`config.mk`:
```
export PLATFORM = sky130hd
export DESIGN_NAME = uart_tx_arbiter
export DESIGN_NICKNAME = d
export VERILOG_FILES = /design/src/rtl/uart_tx_arbiter.sv
export SDC_FILE = /design/constraint.sdc
export NUM_CORES = 1
export LEC_CHECK = 0
export BUFFER_PORTS_ARGS = -buffer_cell sky130_fd_sc_hd__buf_4
export CORE_ASPECT_RATIO = 1.25
export CORE_MARGIN = 5
export CORE_UTILIZATION = 39
export DETAILED_ROUTE_END_ITERATION = 16
export PLACE_DENSITY = 0.79
export SETUP_SLACK_MARGIN = 0.05
export SLEW_MARGIN = 30
export SYNTH_ARGS = -nofsm -noshare
export SYNTH_HDL_FRONTEND = slang
export SYNTH_SLANG_ARGS = --single-unit
```
`constraint.sdc`:
```
create_clock -name clk_i -period 1.95 [get_ports clk_i]
set_input_delay 0.2925 -clock clk_i [delete_from_list [all_inputs] [get_ports clk_i]]
set_output_delay 0.2925 -clock clk_i [all_outputs]
set_load 0.02 [all_outputs]
```
`src/rtl/uart_tx_arbiter.sv`:
```
// Round-robin share of one UART TX FIFO between N_REQ byte sources, plus config-request sequencing.
// 1-cycle arbitration; granted bytes pass combinationally, ready drops on FIFO full. Option macro: UART_TX_ARB_WATCHDOG_EN.
module uart_tx_arbiter #(
  parameter int N_REQ       = 4,
  parameter int WDOG_CYCLES = 1024
) (
  input  logic               clk_i,
  input  logic               rst_n_i,
  input  logic [N_REQ-1:0]   req_valid_i,
  input  logic [8*N_REQ-1:0] req_data_i,
  input  logic [N_REQ-1:0]   req_last_i,
  output logic [N_REQ-1:0]   req_ready_o,
  output logic [N_REQ-1:0]   grant_o,
  output logic [7:0]         data_tx_o,
  output logic               tx_fifo_write_o,
  input  logic               tx_fifo_full_i,
  input  logic               tx_fifo_empty_i,
  input  logic               cfg_req_i,
  output logic               cfg_busy_o,
  output logic               cfg_done_o,
  output logic               config_req_mst_o,
  input  logic               req_done_i,
  output logic               wdog_err_o
);

  localparam int PW = (N_REQ > 1) ? $clog2(N_REQ) : 1;

  typedef enum logic [1:0] {ARB_IDLE, ARB_GRANT, CFG_DRAIN, CFG_REQ} state_t;

  state_t        state_q, state_d;
  logic [PW-1:0] sel_q, sel_d;
  logic [PW-1:0] ptr_q, ptr_d;
  logic          cfg_busy_q, cfg_busy_d;
  logic          cfg_mst_q, cfg_mst_d;
  logic          cfg_done_q, cfg_done_d;
  logic          granted, xfer;
  logic          hi_found, lo_found;
  logic [PW-1:0] hi_pick, lo_pick, pick;

`ifdef UART_TX_ARB_WATCHDOG_EN
  localparam int CW = $clog2(WDOG_CYCLES + 1);
  logic [CW-1:0] wdog_cnt_q, wdog_cnt_d;
  logic          wdog_err_q, wdog_err_d;
`else
  logic unused_wdog;
  assign unused_wdog = (WDOG_CYCLES > 0);
`endif

  assign granted         = (state_q == ARB_GRANT);
  assign grant_o         = granted ? (N_REQ'(1) << sel_q) : '0;
  assign req_ready_o     = grant_o & {N_REQ{~tx_fifo_full_i}};
  assign xfer            = granted && req_valid_i[sel_q] && !tx_fifo_full_i;
  assign tx_fifo_write_o = xfer;

  always_comb begin
    data_tx_o = '0;
    for (int k = 0; k < N_REQ; k++) begin
      if (grant_o[k]) data_tx_o = req_data_i[8*k +: 8];
    end
  end

  // Lowest valid index above the pointer wins; otherwise wrap to the lowest valid index overall.
  always_comb begin
    hi_found = 1'b0;
    lo_found = 1'b0;
    hi_pick  = '0;
    lo_pick  = '0;
    for (int k = N_REQ-1; k >= 0; k--) begin
      if (req_valid_i[k]) begin
        if (k > int'(ptr_q)) begin
          hi_found = 1'b1;
          hi_pick  = PW'(k);
        end
        lo_found = 1'b1;
        lo_pick  = PW'(k);
      end
    end
    pick = hi_found ? hi_pick : lo_pick;
  end

  always_comb begin
    state_d    = state_q;
    sel_d      = sel_q;
    ptr_d      = ptr_q;
    cfg_busy_d = cfg_busy_q | cfg_req_i;
    cfg_mst_d  = cfg_mst_q;
    cfg_done_d = 1'b0;
`ifdef UART_TX_ARB_WATCHDOG_EN
    wdog_cnt_d = '0;
    wdog_err_d = 1'b0;
`endif
    case (state_q)
      ARB_IDLE: begin
        if (cfg_busy_q) begin
          state_d = CFG_DRAIN;
        end else if (lo_found) begin
          sel_d   = pick;
          state_d = ARB_GRANT;
        end
      end
      ARB_GRANT: begin
        if (xfer && req_last_i[sel_q]) begin
          ptr_d   = sel_q;
          state_d = ARB_IDLE;
        end
`ifdef UART_TX_ARB_WATCHDOG_EN
        else if (req_valid_i[sel_q]) begin
          wdog_cnt_d = '0;
        end else if (wdog_cnt_q == CW'(WDOG_CYCLES - 1)) begin
          ptr_d      = sel_q;
          state_d    = ARB_IDLE;
          wdog_err_d = 1'b1;
        end else begin
          wdog_cnt_d = wdog_cnt_q + 1'b1;
        end
`endif
      end
      CFG_DRAIN: begin
        if (tx_fifo_empty_i) begin
          cfg_mst_d = 1'b1;
          state_d   = CFG_REQ;
        end
      end
      CFG_REQ: begin
        if (req_done_i) begin
          cfg_mst_d  = 1'b0;
          cfg_done_d = 1'b1;
          cfg_busy_d = 1'b0;
          state_d    = ARB_IDLE;
        end
      end
      default: state_d = ARB_IDLE;
    endcase
  end

  always_ff @(posedge clk_i or negedge rst_n_i) begin
    if (!rst_n_i) begin
      state_q    <= ARB_IDLE;
      sel_q      <= '0;
      ptr_q      <= PW'(N_REQ - 1);
      cfg_busy_q <= 1'b0;
      cfg_mst_q  <= 1'b0;
      cfg_done_q <= 1'b0;
`ifdef UART_TX_ARB_WATCHDOG_EN
      wdog_cnt_q <= '0;
      wdog_err_q <= 1'b0;
`endif
    end else begin
      state_q    <= state_d;
      sel_q      <= sel_d;
      ptr_q      <= ptr_d;
      cfg_busy_q <= cfg_busy_d;
      cfg_mst_q  <= cfg_mst_d;
      cfg_done_q <= cfg_done_d;
`ifdef UART_TX_ARB_WATCHDOG_EN
      wdog_cnt_q <= wdog_cnt_d;
      wdog_err_q <= wdog_err_d;
`endif
    end
  end

  assign cfg_busy_o       = cfg_busy_q;
  assign cfg_done_o       = cfg_done_q;
  assign config_req_mst_o = cfg_mst_q;
`ifdef UART_TX_ARB_WATCHDOG_EN
  assign wdog_err_o       = wdog_err_q;
`else
  assign wdog_err_o       = 1'b0;
`endif

endmodule

```
==> impl_metrics.xml <==
<?xml version="1.0" encoding="UTF-8"?>
<metrics>
  <group name="global_routing">
    <metric name="wire_length_of_the_first_global_routing_pass" unit="um">4370</metric>
    <metric name="grt_antenna_before_repair" unit="">0</metric>
    <metric name="grt_start_max_net_pins" unit="">19</metric>
    <metric name="grt_pass1_vias" unit="">1030</metric>
    <metric name="grt.overflow.total" unit="">0</metric>
    <metric name="grt_util_all_layers" unit="">0.170</metric>
  </group>
  <group name="routing">
    <metric name="vias_after_detailed_routing" unit="">990</metric>
    <metric name="firstDrtPassIters" unit="">2</metric>
    <metric name="detail_route.vias_per_cell" unit="">5.18</metric>
    <metric name="drc" unit="">0</metric>
    <metric name="drt-wirelength-per-cell" unit="um">15.6</metric>
    <metric name="ant_nets" unit="">0</metric>
    <metric name="drt-total-wl" unit="um">2990</metric>
    <metric name="first_iter_violations" unit="">9</metric>
  </group>
  <group name="synthesis">
    <metric name="commonest_register_cell_after_synthesis" unit="">sky130_fd_sc_hd__dfrtp_1</metric>
    <metric name="syn_nets" unit="">130</metric>
    <metric name="synth_commonest_cells" unit="">8 x sky130_fd_sc_hd__nor2_1, 8 x sky130_fd_sc_hd__nor2b_1, 7 x sky130_fd_sc_hd__dfrtp_1, 7 x sky130_fd_sc_hd__mux4_2, 6 x sky130_fd_sc_hd__nand2_1</metric>
    <metric name="post_synth_main_area_contributors" unit="">sky130_fd_sc_hd__dfrtp_1 20%, sky130_fd_sc_hd__mux4_2 18%, sky130_fd_sc_hd__mux4_1 9.0%</metric>
    <metric name="async_flop_share" unit="">1.00</metric>
    <metric name="yosys.area.top_type_share" unit="">0.199</metric>
    <metric name="synth_sequential_area_ratio" unit="">0.259</metric>
    <metric name="number_of_enable_type_register_cells_in_the_synthesized_netlist" unit="">0</metric>
    <metric name="total_of_warnings_raised_by_yosys" unit="">0</metric>
    <metric name="synth_cell_type_count" unit="">33</metric>
    <metric name="leading_area_contributor_after_synthesis" unit="">sky130_fd_sc_hd__dfrtp_1</metric>
    <metric name="synth.cell_area" unit="um2">878</metric>
    <metric name="synth_area_per_cell" unit="um2">10.5</metric>
    <metric name="yosys_register_bits" unit="">9</metric>
    <metric name="synth_cells" unit="">84</metric>
  </group>
  <group name="layout">
    <metric name="diodes" unit="">0</metric>
    <metric name="synthToLayoutAreaGrowth" unit="%">75.5</metric>
    <metric name="final_nets" unit="">207</metric>
    <metric name="post_layout_nonfiller_instances" unit="">191</metric>
    <metric name="layout-drive-gt1-share" unit="">0.663</metric>
  </group>
  <group name="floorplan">
    <metric name="die_h" unit="um">63.1</metric>
    <metric name="initial_utilization" unit="">0.402</metric>
    <metric name="i_o_pins" unit="">67</metric>
    <metric name="floorplan.rows" unit="">19</metric>
    <metric name="core-area" unit="mm2">0.00219</metric>
    <metric name="die_width" unit="um">52.4</metric>
    <metric name="die_area" unit="mm2">0.00331</metric>
  </group>
  <group name="setup_path">
    <metric name="setup.worst_path.end_class" unit="">output port</metric>
    <metric name="worst_path_max_delay_cell" unit="">sky130_fd_sc_hd__mux4_2</metric>
    <metric name="cp_most_frequent_cell" unit="">sky130_fd_sc_hd__buf_4</metric>
    <metric name="worstPathRequired" unit="ns">1.66</metric>
    <metric name="cp_max_fo" unit="">5</metric>
    <metric name="critical-path-max-stage-delay" unit="ns">0.48</metric>
    <metric name="worst-path-buf-inv" unit="">2</metric>
    <metric name="timing.critical_path.cells" unit="">buf_4 -&gt; mux4_2 -&gt; nor2b_1 -&gt; buf_4</metric>
    <metric name="cell_type_group_with_the_largest_total_delay_on_the_critical_path" unit="">multiplexers</metric>
    <metric name="cp_data_arrival_time" unit="ns">1.59</metric>
    <metric name="crit_path_start_kind" unit="">register</metric>
    <metric name="critPathKind" unit="">register to output port</metric>
  </group>
  <group name="sta">
    <metric name="hold_slack" unit="ns">0.244</metric>
    <metric name="worst_slew_pin_slew" unit="ns">0.533</metric>
    <metric name="period_share" unit="">0.965</metric>
    <metric name="clock-skew-final" unit="ns">0.00100</metric>
    <metric name="timing.fmax" unit="MHz">531</metric>
    <metric name="max-slew-margin-rel" unit="">0.641</metric>
    <metric name="slew_violations" unit="">0</metric>
    <metric name="setup_viol_count_final" unit="">0</metric>
    <metric name="finalHoldViolCount" unit="">0</metric>
    <metric name="final_critical_path_required_period" unit="ns">1.88</metric>
    <metric name="grt_setup_unrepaired" unit="">yes</metric>
  </group>
  <group name="placement">
    <metric name="dp_hpwl" unit="um">2300</metric>
    <metric name="numPlacedInstances" unit="">175</metric>
    <metric name="gp_congestion" unit="">0.721</metric>
    <metric name="io_buffer_count" unit="">65</metric>
  </group>
  <group name="pwr">
    <metric name="power.density_cell_area" unit="mW/mm2">1170</metric>
    <metric name="total_leakage_power" unit="nW">0.726</metric>
    <metric name="power.ir.vdd_worst" unit="mV">0.791</metric>
  </group>
  <group name="clock_tree">
    <metric name="clock_tree_from_tritoncts" unit="">yes</metric>
    <metric name="clk_pin_slew" unit="ns">0.06</metric>
    <metric name="cts_made_buffers" unit="">3</metric>
    <metric name="insertion_delay" unit="ns">0.26</metric>
    <metric name="max-clock-path-buffers" unit="">2</metric>
    <metric name="cts_num_sinks" unit="">9</metric>
    <metric name="cts-root-buf" unit="">sky130_fd_sc_hd__clkbuf_4</metric>
    <metric name="cts-htree-levels" unit="">1</metric>
  </group>
  <group name="run_status">
    <metric name="run_status" unit="">completed</metric>
  </group>
  <group name="flow_run">
    <metric name="cap_viol_max_count" unit="">0</metric>
  </group>
  <group name="worst_hold_path">
    <metric name="hp-class" unit="">input pin to register</metric>
  </group>
</metrics>
==> worst min-delay path, delay by kind of cell <==
kind / cells / cell delay [ns]
buf+inv: 1 / 0.08
simple gates: 2 / 0.10
==> where the power goes <==
group	internal (mW)	switching, mW	leakage (nW)
Sequential	0.291	0.159	0.0990
Combinational	0.731	0.482	0.612
Clock	0.0789	0.0649	0.0150
==> layer usage <==
metal | global-route usage | share of wire
met1 | 0.166 | 0.37
met2 | 0.323 | 0.53
met3 | 0.0542 | 0.086
met4 | 0.0479 | 0.012
met5 | 0 | 0
==> flip-flops by register name, indices dropped and copies added, names as in the netlist <==
signal            flops
cfg_busy_o            1
ptr_q                 2
config_req_mst_o      1
sel_q                 2
state_q               2
cfg_done_o            1
==> cell families (layout without fill, tap and decap cells) <==
logic type	after synthesis	count (layout)	synth area share
buf+inv	10	86	0.0613
simple gates	40	40	0.271
flops	9	9	0.259
compound gates	11	11	0.0969
other cells	1	1	0.00427
mux	13	13	0.308
==> cells in the final DEF, fill, tap and decap left out, types with 4 or more instances in the layout <==
| cell type | netlist | routed |
|---|---|---|
| sky130_fd_sc_hd__nand2_1 | 6 | 6 |
| sky130_fd_sc_hd__nor2_1 | 8 | 8 |
| sky130_fd_sc_hd__nor2b_1 | 8 | 5 |
| sky130_fd_sc_hd__dfrtp_1 | 7 | 5 |
| sky130_fd_sc_hd__nor3_1 | 4 | 4 |
| sky130_fd_sc_hd__mux4_2 | 7 | 10 |
| sky130_fd_sc_hd__buf_4 | 1 | 73 |
| sky130_fd_sc_hd__buf_6 | 1 | 6 |
| sky130_fd_sc_hd__nand2b_1 | 4 | 4 |
==> through the flow <==
stage	instance area (um2)	TNS [ns]	util	setup slack (ns)	total power, mW
after floorplan	878	0	-	0.0847	1.10
after global placement	1380	0	0.632	0.160	1.38
after detailed placement	1380	0	0.632	0.118	1.41
after CTS	1440	0	0.658	0.00661	1.62
after global routing	1540	-0.00189	0.705	-0.00189	1.94
final	1540	0	0.705	0.0682	1.81
==> cell type report <==
type,count,area (um2)
fill,173,646
timing repair buffer,80,626
inverter,2,7.51
tap,31,38.8
multi-input combinational,65,613
clock buffer,4,26.3
sequential,9,230
==> timing repair <==
action	CTS	global route
buffers inserted	2	9
hold buffers	1	0
hold endpoints to repair	7	0
resized for setup	5	11
endpoints found under the setup margin	9	14
==> final timing paths <==
path / end / cells past startpoint / startpoint / slack (ns)
max: data_tx_o[2] / 4 / sel_q[0]$_DFFE_PN0P_ / 0.07
min reg2reg: config_req_mst_o$_DFFE_PN0P_ / 2 / config_req_mst_o$_DFFE_PN0P_ / 0.52
min in group asynchronous: state_q[0]$_DFFE_PN0P_ / 2 / rst_n_i / 0.38
max reg2reg: ptr_q[1]$_DFFE_PN1P_ / 5 / sel_q[0]$_DFFE_PN0P_ / 0.22
max in group asynchronous: ptr_q[1]$_DFFE_PN1P_ / 2 / rst_n_i / 1.36
min: cfg_busy_o$_DFF_PN0_ / 3 / cfg_req_i / 0.24
Power figures use the tool's default switching activity.
